### src/rtl/fifo_pkg.sv
// Shared helpers for the dual-clock FIFO pointer stages: Gray conversion and
// default synchroniser depth.
package fifo_pkg;

  localparam int unsigned DEF_SYNC_STAGES = 2;
  localparam int unsigned PTR_MAX_W       = 32;

  // Callers zero-extend their pointer to PTR_MAX_W and truncate the result
  function automatic logic [PTR_MAX_W-1:0] bin2gray(input logic [PTR_MAX_W-1:0] b);
    return b ^ (b >> 1);
  endfunction

  function automatic logic [PTR_MAX_W-1:0] gray2bin(input logic [PTR_MAX_W-1:0] g);
    logic [PTR_MAX_W-1:0] b;
    b[PTR_MAX_W-1] = g[PTR_MAX_W-1];
    for (int i = PTR_MAX_W - 2; i >= 0; i--) begin
      b[i] = b[i+1] ^ g[i];
    end
    return b;
  endfunction

endpackage

### src/rtl/gray_ptr_sync.sv
// Resettable flop chain that brings a Gray-coded pointer into the local clock domain.
module gray_ptr_sync #(
  parameter int unsigned WIDTH  = 5,
  parameter int unsigned STAGES = 2
) (
  input  logic             clk,
  input  logic             rst,
  input  logic [WIDTH-1:0] d_i,
  output logic [WIDTH-1:0] q_o
);

  logic [WIDTH-1:0] rq_q [STAGES];

  always_ff @(posedge clk) begin
    if (rst) begin
      for (int k = 0; k < STAGES; k++) begin
        rq_q[k] <= '0;
      end
    end else begin
      rq_q[0] <= d_i;
      for (int k = 1; k < STAGES; k++) begin
        rq_q[k] <= rq_q[k-1];
      end
    end
  end

  assign q_o = rq_q[STAGES-1];

endmodule

### src/rtl/fifo_wptr_full.sv
// Write-side pointer, full/almost-full flags and fill level of the dual-clock FIFO.
// ADDR_W must be at least 2.
module fifo_wptr_full
  import fifo_pkg::*;
#(
  parameter int unsigned ADDR_W       = 4,
  parameter int unsigned SYNC_STAGES  = DEF_SYNC_STAGES,
  parameter int unsigned AFULL_THRESH = 12
) (
  input  logic              clk,
  input  logic              rst,
  input  logic              wr_en,
  input  logic [ADDR_W:0]   rptr_gray_async,
  output logic              wr_accept,
  output logic [ADDR_W-1:0] waddr,
  output logic [ADDR_W:0]   wptr_gray,
  output logic              full,
  output logic              almost_full,
  output logic [ADDR_W:0]   wlevel
);

  localparam int unsigned PtrW = ADDR_W + 1;

  logic [ADDR_W:0] wbin_q, wbin_d;
  logic [ADDR_W:0] wgray_q, wgray_d;
  logic [ADDR_W:0] wlevel_q, wlevel_d;
  logic            full_q, full_d;
  logic            afull_q, afull_d;
  logic [ADDR_W:0] rsync;
  logic [ADDR_W:0] rbin;

  gray_ptr_sync #(
    .WIDTH  (PtrW),
    .STAGES (SYNC_STAGES)
  ) u_rptr_sync (
    .clk (clk),
    .rst (rst),
    .d_i (rptr_gray_async),
    .q_o (rsync)
  );

  assign wr_accept = wr_en & ~full_q;

  always_comb begin
    rbin     = PtrW'(gray2bin(PTR_MAX_W'(rsync)));
    wbin_d   = wbin_q + PtrW'(wr_accept);
    wgray_d  = PtrW'(bin2gray(PTR_MAX_W'(wbin_d)));
    // Full when the write pointer has lapped the read pointer once: top two Gray bits differ
    full_d   = (wgray_d == {~rsync[ADDR_W:ADDR_W-1], rsync[ADDR_W-2:0]});
    wlevel_d = wbin_d - rbin;
    afull_d  = (32'(wlevel_d) >= AFULL_THRESH);
  end

  always_ff @(posedge clk) begin
    if (rst) begin
      wbin_q   <= '0;
      wgray_q  <= '0;
      wlevel_q <= '0;
      full_q   <= 1'b0;
      afull_q  <= 1'b0;
    end else begin
      wbin_q   <= wbin_d;
      wgray_q  <= wgray_d;
      wlevel_q <= wlevel_d;
      full_q   <= full_d;
      afull_q  <= afull_d;
    end
  end

  assign waddr       = wbin_q[ADDR_W-1:0];
  assign wptr_gray   = wgray_q;
  assign full        = full_q;
  assign almost_full = afull_q;
  assign wlevel      = wlevel_q;

endmodule

### config.mk
export PLATFORM = sky130hd
export DESIGN_NAME = fifo_wptr_full
export DESIGN_NICKNAME = d
export VERILOG_FILES = /design/src/rtl/fifo_pkg.sv /design/src/rtl/gray_ptr_sync.sv /design/src/rtl/fifo_wptr_full.sv
export SDC_FILE = /design/constraint.sdc
export NUM_CORES = 1
export LEC_CHECK = 0
export CAP_MARGIN = 20
export CORE_MARGIN = 4
export CORE_UTILIZATION = 47
export CTS_CLUSTER_DIAMETER = 200
export DETAILED_ROUTE_END_ITERATION = 16
export HOLD_SLACK_MARGIN = 0.06
export PLACE_DENSITY = 0.76
export SLEW_MARGIN = 20
export SYNTH_ARGS = -nofsm -noshare
export SYNTH_HDL_FRONTEND = slang
export SYNTH_SLANG_ARGS = --single-unit
### constraint.sdc
create_clock -name clk -period 2.75 [get_ports clk]
set_input_delay 0.275 -clock clk [delete_from_list [all_inputs] [get_ports clk]]
set_output_delay 0.275 -clock clk [all_outputs]
set_load 0.02 [all_outputs]
==> results of run 1 <==
## layout make-up
cell class	count	area, µm²
well taps	27	33.8
repair buffers	27	263
clock buffers	4	36.3
fillers	161	667
multi-input cells	63	479
flip-flops and latches	26	520
inverters	6	22.5
## state kept, by name (all words and copies together) (netlist names)
register	flops
u_rptr_sync.rq_q	10
wbin_q	5
wlevel	5
wptr_gray	4
almost_full	1
full	1
## kinds of logic after synthesis
group / count (synthesis)
AND/OR/NAND/NOR: 30
buffers and inverters: 8
AO/OA/AOI/OAI: 6
adder cells (fa/ha/maj): 7
flip-flops: 26
XOR/XNOR: 20
## worst max path at each step
stage	startpoint	to	slack [ns]	cells past startpoint
finish	u_rptr_sync.rq_q[0][9]	almost_full	0.26	11
global route	u_rptr_sync.rq_q[0][9]	almost_full	0.03	11
CTS	u_rptr_sync.rq_q[0][9]	almost_full	0.24	11
detailed placement	wr_en	almost_full	0.12	10
global placement	wr_en	almost_full	0.20	11
floorplan	full	almost_full	0.25	9
## worst reg2reg max path: stages (launching register included)
cell,delay [ns]
dfxtp_1,0.35
xnor2_1,0.24
xor2_1,0.25
xor2_1,0.29
xnor2_1,0.16
ha_1,0.21
fa_1,0.22
inv_1,0.05
a21o_1,0.16
a21oi_1,0.19
xor2_1,0.20
o2bb2ai_1,0.09
## synthesized netlist by cell type
library cell and number:
nor2_1 12, fa_1 1, xor2_1 6, nand3_1 3
inv_1 5, or3_1 1, inv_2 1, a21oi_1 3
xnor2_1 12, dfxtp_1 26, ha_1 6, xor2_2 2
o2bb2ai_1 1, clkbuf_1 2, nor2b_1 13, or4_1 1
a21o_1 2
## where the power goes
group	total [mW]	internal [mW]	switching, mW
clock network	0.186	0.0810	0.105
logic	0.233	0.119	0.114
registers	0.423	0.412	0.0109
## metal layers
metal / track usage (%) / vias up / wire length, µm
li1: - / 362 / -
met1: 12.2 / 312 / 652
met2: 22.8 / 22 / 784
met3: 2.45 / 5 / 105
met4: 9.96 / 0 / 59
met5: 0 / - / 0
## per-stage QoR
stage / instances / util [%] / setup WS (ns) / power [mW] / hold slack, ns
final: 153 / 67.0 / 0.262 / 0.843 / 0.451
after global routing: 153 / 67.0 / 0.0312 / 0.891 / 0.472
after CTS: 153 / 67.0 / 0.238 / 0.852 / 0.458
after detailed placement: 149 / 65.2 / 0.123 / 0.668 / 0.428
after global placement: 149 / 65.2 / 0.196 / 0.665 / 0.417
after floorplan: 97 / - / 0.254 / 0.579 / 0.347
==> flow_summary.yaml, run 1 <==
synthesis:
  ys_warn_count: 0
  synth_seq_cells: 26
  yosysTopAreaCellShare_pct: 50.5
  synth_area_mm2: 0.00103
  synthTopCellsByArea: "dfxtp_1, xnor2_1, nor2b_1, ha_1, xor2_1"
  synth_adder_area_share_pct: 9.23
  netlist_instances: 97
  synth_compound_area_share_pct: 3.77
  synthXorXnorAreaFrac_pct: 18.5
  yosysTopAreaCell: "dfxtp_1"
  syn-num-nets: 112
  ys_types: 17
  postSynthAreaPerCell_um2: 10.6
  yosys.area_share.simple_pct: 15.1
  synth_top_family_by_area: "XOR/XNOR gates"
  synth.area.mux_share_pct: 0
  ys_seq_area_share_pct: 50.5
power:
  vdd_drop_max_v: 0.000399
  power.density_mw_per_mm2: 622
  p_leak_nw: 0.555
clock_network:
  cts_buffer_depth: 2
  root_buffer: "clkbuf_4"
  cts_setup_buffers: 0
  cts_max_level: 1
  clock_latency_ns: 0.32
  ctsHoldBuffers: 0
  clk_pin_slew_ns: 0.13
  cts_tree: "built"
  numCtsBuffers: 3
  clkSinkCount: 26
  cts_resized: 0
finish:
  drive_gt1_share_pct: 7.94
  diodes: 0
  final_common_cell: "dfxtp_1"
  nets: 142
  area_growth_pct: 31.6
  layout_common_cells: "dfxtp_1, clkdlybuf4s50_1, nor2b_1"
  postLayoutCellArea_mm2: 0.00136
floorplan:
  row_count: 16
  start_util_pct: 50.9
  ios: 25
  die_h_um: 54.8
  die_area_mm2: 0.00300
  die_w_um: 54.8
  coreArea_mm2: 0.00202
placement:
  gp_congestion: 0.735
  io_buffers: 24
  place_area_mm2: 0.00132
  hpwl_mm: 1.27
setup_path:
  endpoint_kind: "flip-flop"
  timing.critical_path.cells: "xnor2_1, xor2_1, xor2_1, xnor2_1, ha_1, fa_1, inv_1, a21o_1, a21oi_1, xor2_1, o2bb2ai_1"
  crit_slowest_cell: "dfxtp_1"
  timing.rr.end: "almost_full"
  critPathMaxFanout: 3
  cpLargestDelayFamily: "XOR/XNOR gates"
  arrival_ns: 2.71
  cpPeakStageDelay_ns: 0.35
  ff2ff_path_depth: 11
  worstPathRequired_ns: 2.97
  worst-path-buf-inv: 1
  worst-setup-path-type: "reg -> reg"
  r2r_start: "u_rptr_sync.rq_q[0][9]"
  r2r_slack_ns: 0.26
  start_kind: "flip-flop"
  cp_common_cell: "xor2_1"
route:
  drc_errors: 0
  drtAntennaViolNets: 0
  drt_wl_total_mm: 1.60
  drt_first_pass_iters: 4
  via_per_inst: 4.58
  via_count: 701
  routedWlPerCell_um: 10.5
  drt_iter0_markers: 8
sta:
  hold_violations: 0
  drv_slew: 0
  rsz0062_at_grt: "false"
  clock_skew_ns: 0.00300
  fin_tns_setup_ns: 0
  slew_headroom_pct: 72.6
  clock.fmax_mhz: 402
  setup_viol: 0
  period_share_pct: 90.5
  worstMarginPinSlew_ns: 0.409
  period_needed_ns: 2.49
global_route:
  grt.total_usage_pct: 12.6
  grt_pass1_vias: 653
  grt_overflow_total: 0
  grt_pass1_wl_mm: 2.55
  grt_max_degree: 26
  antenna_found_initial: 0
worst_hold_path:
  hp-class: "reg -> reg"
  hold_depth: 1
  hold_path_end: "u_rptr_sync.rq_q[0][6]"
  hp-start: "u_rptr_sync.rq_q[0][1]"
outcome:
  status: "completed"
run:
  maxCapViolations: 0
(Power assumes the default switching activity.)
==> run 2, diff against run 1 <==
- CTS_CLUSTER_DIAMETER: 200 -> 50
- SKIP_LAST_GASP: default -> 1
- SYNTH_HIERARCHICAL: default -> 1
==> flow_summary.yaml, run 2 <==
power:
  swShare_pct: 28.0
  p_leak_nw: 0.549
  power_frac_seq_pct: 52.5
  vdd_drop_max_v: 0.000422
  p_clk_share_pct: 18.6
  p_sw_uw: 226
  pwr-share-comb_pct: 28.9
  power_uw: 809
  p_int_uw: 583
  power.density_mw_per_mm2: 606
floorplan:
  start_util_pct: 51.7
  die_area_mm2: 0.00307
  ios: 25
  row_count: 16
  die_h_um: 55.4
  coreArea_mm2: 0.00204
  die_w_um: 55.4
clock_network:
  cts_resized: 0
  cts_buffer_depth: 2
  cts_setup_buffers: 0
  root_buffer: "clkbuf_4"
  ctsHoldBuffers: 0
  cts_tree: "built"
  clkSinkCount: 26
  clk_pin_slew_ns: 0.12
  cts_max_level: 1
  clock_latency_ns: 0.31
  numCtsBuffers: 3
sta:
  period_share_pct: 91.0
  hold_violations: 0
  rsz0062_at_grt: "false"
  period_needed_ns: 2.50
  fin_tns_setup_ns: 0
  clock_skew_ns: 0.000950
  slew_headroom_pct: 75.5
  clock.fmax_mhz: 400
  setup_viol: 0
  drv_slew: 0
  worstMarginPinSlew_ns: 0.366
finish:
  multi_input_area_um2: 472
  layout_common_cells: "dfxtp_1, clkdlybuf4s50_1, nor2b_1"
  drive_gt1_share_pct: 5.60
  area_growth_pct: 26.3
  fill_cells: 182
  largest_reg_flops: 10
  top_register: "u_rptr_sync/rq_q"
  diodes: 0
  final_common_cell: "dfxtp_1"
  ff_latch_area_um2: 520
  nets: 142
setup_path:
  endpoint_kind: "flip-flop"
  r2r_slack_ns: 0.25
  cpLargestDelayFamily: "XOR/XNOR gates"
  cpPeakStageDelay_ns: 0.35
  timing.rr.end: "almost_full"
  ff2ff_path_depth: 11
  critPathMaxFanout: 3
  r2r_start: "u_rptr_sync/rq_q[0][9]"
  timing.critical_path.cells: "xnor2_1, xor2_1, xor2_1, xnor2_1, ha_1, fa_1, inv_1, a21o_1, a21oi_1, xor2_1, o2bb2ai_1"
  worst-path-buf-inv: 1
  worst-setup-path-type: "reg -> reg"
  worstPathRequired_ns: 2.96
  crit_slowest_cell: "dfxtp_1"
  arrival_ns: 2.71
  cp_common_cell: "xor2_1"
  start_kind: "flip-flop"
synthesis:
  synth_enable_flop_cells: 0
  synthArstFlopShare_pct: 0
  ys_seq_area_share_pct: 49.3
  synthTopCellsByCount: "dfxtp_1, nor2b_1, nor2_1, xnor2_1, xor2_1"
  netlist_instances: 101
  postSynthAreaPerCell_um2: 10.5
  ys_warn_count: 6
  syn-num-nets: 116
  synth.most_common_cell: "dfxtp_1"
  yosysTopAreaCell: "dfxtp_1"
  synth_seq_cells: 26
  yosysTopAreaCellShare_pct: 49.3
  synthTopCellsByArea: "dfxtp_1, xnor2_1, nor2b_1, ha_1, xor2_1"
  synth_area_mm2: 0.00106
  synthFlopType: "dfxtp_1"
  ys_types: 17
global_route:
  use_met3_pct: 2.80
  use_met1_pct: 12.9
  use_met2_pct: 17.4
  busiest_layer: "met2"
  grt_pass1_vias: 671
  antenna_found_initial: 0
  grt_pass1_wl_mm: 2.70
  grt_overflow_total: 0
  grt_max_degree: 27
  grt.total_usage_pct: 10.8
worst_hold_path:
  hold_path_end: "u_rptr_sync/rq_q[0][5]"
  hp-class: "reg -> reg"
  hold_depth: 1
  hp-start: "u_rptr_sync/rq_q[0][0]"
route:
  drtAntennaViolNets: 0
  drc_errors: 0
  drt_wl_total_mm: 1.50
  via_per_inst: 4.57
  routedWlPerCell_um: 9.84
  drt_iter0_markers: 8
  drt_first_pass_iters: 3
  via_count: 695
run:
  maxCapViolations: 0
placement:
  hpwl_mm: 1.14
  gp_congestion: 0.772
  io_buffers: 24
outcome:
  status: "completed"
[run 2: power by group through the flow]
stage	clock, mW	sequential [mW]	combinational [mW]
floorplan	0	0.467	0.114
CTS	0.155	0.425	0.236
finish	0.150	0.424	0.234
global placement	0	0.432	0.232
global route	0.170	0.427	0.260
detailed placement	0	0.432	0.234
[run 2: area by class of cell]
| class | instances | share of cell area, % |
|---|---|---|
| inverter | 6 | 1.69 |
| sequential | 26 | 39.0 |
| tap | 27 | 2.53 |
| timing repair buffer | 27 | 19.7 |
| clock buffer | 3 | 1.69 |
| multi-input combinational | 63 | 35.4 |
[run 2: how the worst max path moves through the flow]
stage	startpoint	endpoint	slack, ns	cells past startpoint
after floorplan	full	almost_full	0.26	9
after global placement	wr_en	almost_full	0.21	10
after detailed placement	wr_en	almost_full	0.13	11
after CTS	u_rptr_sync/rq_q[0][9]	almost_full	0.21	11
after global routing	u_rptr_sync/rq_q[0][9]	almost_full	0.008	11
final	u_rptr_sync/rq_q[0][9]	almost_full	0.25	11
[run 2: worst reg2reg max path, cell delays in order, from the launching register on]
cell and delay [ns]:
dfxtp_1 0.35, xnor2_1 0.24, xor2_1 0.26, xor2_1 0.28
xnor2_1 0.16, ha_1 0.22, fa_1 0.22, inv_1 0.05
a21o_1 0.17, a21oi_1 0.16, xor2_1 0.20, o2bb2ai_1 0.09
[run 2: per-stage QoR]
step	hold WS, ns	instances	cell area [µm²]	util, %	worst slack, ns
floorplan	0.347	101	1060	-	0.259
global placement	0.417	149	1310	64.2	0.207
detailed placement	0.424	149	1310	64.2	0.132
CTS	0.453	152	1330	65.3	0.209
global route	0.464	152	1330	65.3	0.00842
finish	0.450	152	1330	65.3	0.247
[run 2: cell families (layout without fill, tap and decap cells)]
family          after synthesis  in the layout  synth area share, %
simple gates                 30             30                 14.7
flops                        26             26                 49.3
xor+xnor                     20             20                 17.3
buf+inv                      12             36                 6.04
fa+ha+maj                     7              7                 9.00
compound gates                6              6                 3.67
[run 2: layer usage]
layer,vias to the layer above,wire [µm]
met5,-,0
met4,0,25
met3,3,112
met2,26,639
met1,306,717
li1,360,-
==> patch 1: new RTL, config.mk and constraints of run 1 <==
Remove the register `wlevel_q`: a continuous assignment takes its place, so the output `wlevel` follows one clock earlier.
--- a/src/rtl/fifo_wptr_full.sv
+++ b/src/rtl/fifo_wptr_full.sv
@@ -57,3 +57,2 @@
       wgray_q  <= '0;
-      wlevel_q <= '0;
       full_q   <= 1'b0;
@@ -63,3 +62,2 @@
       wgray_q  <= wgray_d;
-      wlevel_q <= wlevel_d;
       full_q   <= full_d;
@@ -68,2 +66,4 @@
   end
+
+  assign wlevel_q = wlevel_d;
 
Behaviour: not the same (Yosys sat finds a counterexample within 4 cycles, from zero or initial values and one cycle with rst high).
==> patch 1 against run 1 <==
- the run now ends with setup timing left
- cell area rose by 9.3%
- die area decreased by 1.9%
- sequential power is 22% lower
- wire length is 19% higher
- sequential cell count down 5
- via count rose by 14%
- sequential share of layout area is 9.9 points lower
- power fell by 4.7%
- setup slack worse by 350 ps
- non-clock buffer count rose by 18
- area after synthesis shrank 2.2%
- synthesized cell count rose by 2.1%
- critical path type is now flop to primary output
==> patch 1: results (changes against run 1) <==
Drt
The number of DRC markers after the initial detailed-route iteration is 7 (-1). The total iterations of the first detailed-routing run came to 3 (-1). The via total after detailed routing is 800 (+14%). The final wirelength is 1910 µm (+19%).

Synthesis
The post-synthesis async set-or-reset flop share is 0% (unchanged). The count of flip-flops with a built-in enable after synthesis is 0 (unchanged). The synthesized net count came to 114 (+1.8%). Ranked by total cell area, the synthesized netlist is headed by sky130_fd_sc_hd__dfxtp_1 (42%), sky130_fd_sc_hd__nor2b_1 (9.3%), sky130_fd_sc_hd__xnor2_1 (7.8%). The total number of yosys warnings was 0 (unchanged). The post-synthesis cell type count was 23 (+6).

The share of the yosys chip area belonging to registers came to 41.7% (-8.8 points). Ranked by instance count, the synthesized netlist is headed by sky130_fd_sc_hd__dfxtp_1 (21), sky130_fd_sc_hd__nor2b_1 (15), sky130_fd_sc_hd__nor2_1 (10), sky130_fd_sc_hd__xnor2_1 (9), sky130_fd_sc_hd__inv_1 (7).

Min path
The type of the most critical hold path is flop to flop. The depth of the worst hold-timing path is 1 (unchanged).

GRT
The initial antenna violation count is 0 (unchanged). The number of global-route vias before repair is 741 (+13%). The combined global-route utilization of all metal layers came to 14.2% (+1.6 points). The maximum number of pins on one net before global-route repair is 22 (-15%). The wire length of the first global-routing pass is 2970 µm (+16%).

Final layout
The number of flip-flops in the largest register is 10 (unchanged). The largest register by flop count is u_rptr_sync.rq_q. The count of inserted antenna diode cells was 0 (unchanged). The share of layout cells above drive strength 1 is 28.8% (+21 points). The net count reported at finish came to 162 (+14%).

CTS
The clock root buffer is sky130_fd_sc_hd__clkbuf_4. The clock slew seen by the registers of the worst setup and hold paths is 110 ps (-20 ps). The largest buffer count on any clock path came to 2 (unchanged). The number of levels in the clock H-tree is 1 (unchanged). The number of buffers created by CTS is 3 (unchanged). The worst-skew pair later-pin latency is around 310 ps.

Worst setup path
The maximum fanout along the worst path is 2 (-1). The slowest library cell on the worst path is sky130_fd_sc_hd__fa_2. The arrival time of data at the critical path endpoint was 2560 ps (-150 ps). The length in cells of the worst reg-to-reg path came to 11 (unchanged).

In this design, the stage delay of the slowest critical-path cell is between 300 and 400 ps.

Timing
The number of endpoints failing setup at the final stage is 1 (+1). The final total negative setup slack came to -86.5 ps (-86.5 ps). The final worst slack is -86.5 ps (-349 ps). The clock tree skew after final layout is 4.04 ps (+1.04 ps).

The transition time of the tightest slew-check pin is 311 ps (-98.6 ps).

Pwr
The peak supply drop was 562 µV (+41%). The static leakage is 0.677 nW (+22%).

Placed design
The pre-CTS worst setup slack is -483 ps (-606 ps). The number of input and output port buffers inserted is 24 (unchanged). The weighted congestion reported at the end of routability-driven placement is 0.791 (+7.6%). The HPWL after detailed placement was 1520 µm (+19%).

Run status
The final reports fail on setup timing. The run finished, with violations left.
-- patch 1: changes by cell type after synthesis, sizes merged, moves of 2 or more --
cell   change
nand2      +3
o21ai      +2
dfxtp      -5
xnor3      +2
xnor2      -3
nor2       -2
nor2b      +2
a21oi      -3
-- patch 1: kinds of logic after synthesis --
kind of cell	Yosys count	synth area share, %
adders and majority gates	7	9.44
xor gates and xnor gates	19	20.7
buffers and inverters	9	3.35
and+or+nand+nor	35	18.4
DFF	21	41.7
AOI/OAI and AO/OA	8	6.34
-- patch 1: layout make-up --
cell class,instances,area [µm²]
Sequential cell,21,423
Fill cell,142,520
Timing Repair Buffer,45,392
Multi-Input combinational cell,69,581
Inverter,7,26.3
Tap cell,27,33.8
Clock buffer,4,26.3
-- patch 1: what timing repair did --
action / in CTS / in global routing
pin swaps: 7 / 6
gates resized for setup: 26 / 5
setup buffers: 2 / 0
endpoints found under the setup margin: 4 / 5
-- patch 1: per-layer routing --
layer  global-route usage (%)  wire, µm
met5                        0         0
met4                     4.98        31
met3                     2.45        93
met2                     26.3       996
met1                     16.0       786
-- patch 1: where the power goes --
part           leakage [nW]  internal (W)  switching, W
Sequential            0.173      0.000322    0.00000728
Combinational         0.489      0.000167      0.000157
Clock                0.0150     0.0000567     0.0000936
Total                 0.677      0.000545      0.000258
-- patch 1: worst max-delay path: cells and delay by family, from the launching register on --
kind,cells,cell delay (ps)
xor+xnor,4,760
fa+ha+maj,2,550
flops,1,350
compound gates,2,270
simple gates,2,190
buf+inv,1,120
-- patch 1: final timing paths --
path,slack (ps),endpoint,from
setup / recovery,-90,wlevel[4],u_rptr_sync.rq_q[0][9]
hold / removal,450,u_rptr_sync.rq_q[0][9],u_rptr_sync.rq_q[0][4]
setup reg to reg,280,almost_full,u_rptr_sync.rq_q[0][9]
hold reg to reg,450,u_rptr_sync.rq_q[0][9],u_rptr_sync.rq_q[0][4]
-- patch 1: stage by stage --
step	hold WS (ps)	instance area, µm²	std cells
finish	446	1480	173
detailed placement	427	1420	167
CTS	452	1480	173
floorplan	403	1010	99
global route	461	1480	173
global placement	416	1420	167
==> patch 2: new RTL, flow settings as in run 1 <==
Made on the original files. The parameter `ADDR_W` goes from 4 to 5.
--- a/src/rtl/fifo_wptr_full.sv
+++ b/src/rtl/fifo_wptr_full.sv
@@ -5,3 +5,3 @@
 #(
-  parameter int unsigned ADDR_W       = 4,
+  parameter int unsigned ADDR_W       = 5,
   parameter int unsigned SYNC_STAGES  = DEF_SYNC_STAGES,
Ports: changed (resized rptr_gray_async, waddr, wlevel and wptr_gray); port bits go from 25 to 29. No check against the original RTL was run, so the function may have changed too.
==> patch 2 against run 1 <==
- the flow now finishes with violations (setup timing)
- wire length is 71% higher
- highest routed layer unchanged
- cell area rose by 45%
- fmax down 14%
- area after synthesis is 28% higher
- clock skew increased by 4.2 ps
- power is 46% higher
- largest cell class is now multi-input combinational cells
- setup slack worse by 420 ps
- sequential cell count increased by 5
==> patch 2: results (changes against run 1) <==
GRT
The met1 capacity usage during global routing is 17.6% (+5.4 points). The maximum number of pins on one net before global-route repair is 22 (-15%). The combined global-route utilization of all metal layers was 16.9% (+4.3 points).

Timing
The final hold slack came to 442 ps (-9.08 ps). The final worst slack is -155 ps (-417 ps). The number of endpoints failing setup at the final stage is 3 (+3). The final total negative setup slack came to -332 ps (-332 ps).

Run status
The run finished, with violations left. The final reports fail on setup timing.

Synthesis
The post-synthesis cell type count was 26 (+9). The synthesized net count is 144 (+29%). The adder and majority gate portion of the synthesized area is 8.75% (-0.49 points). The commonest cells after synthesis are sky130_fd_sc_hd__dfxtp_1 (31), sky130_fd_sc_hd__nor2b_1 (16), sky130_fd_sc_hd__xnor2_1 (16), sky130_fd_sc_hd__nor2_1 (14), sky130_fd_sc_hd__xor2_1 (9).

Final layout
The count of non-filler cells in the finished layout is 214 (+40%). The net count reported at finish is 199 (+40%).

Pwr
The sequential-cell power consumption is 0.000507 W (+20%). The total net switching power is 0.000350 W (+52%).

CTS
The clock slew seen by the registers of the worst setup and hold paths is 90 ps (-40 ps). The post-cts repair resize count is 1 (+1). The number of levels in the clock H-tree came to 2 (+1). The count of buffers added by post-CTS timing repair for setup is 5 (+5).

Drt
The detailed-routed wire length on met2 is 1440 µm (+84%). The number of DRC markers after the initial detailed-route iteration is 58 (+50).

Placed design
The weighted congestion reported at the end of routability-driven placement is 0.759 (+3.3%). The number of input and output port buffers inserted is 28 (+17%).
-- patch 2: changes by cell type in the layout (fill, tap and decap cells not counted), moves of 3 or more --
| cell | before | now |
|---|---|---|
| sky130_fd_sc_hd__dfxtp_1 | 26 | 29 |
| sky130_fd_sc_hd__clkdlybuf4s50_1 | 24 | 28 |
| sky130_fd_sc_hd__nand2_1 | 0 | 4 |
| sky130_fd_sc_hd__buf_4 | 3 | 22 |
-- patch 2: final cells by class --
type | instances | area, µm² | area share, %
Tap cell | 30 | 37.5 | 1.92
Inverter | 5 | 18.8 | 0.958
Clock buffer | 8 | 68.8 | 3.51
Sequential cell | 31 | 623 | 31.8
Multi-Input combinational cell | 88 | 742 | 37.9
Timing Repair Buffer | 52 | 468 | 23.9
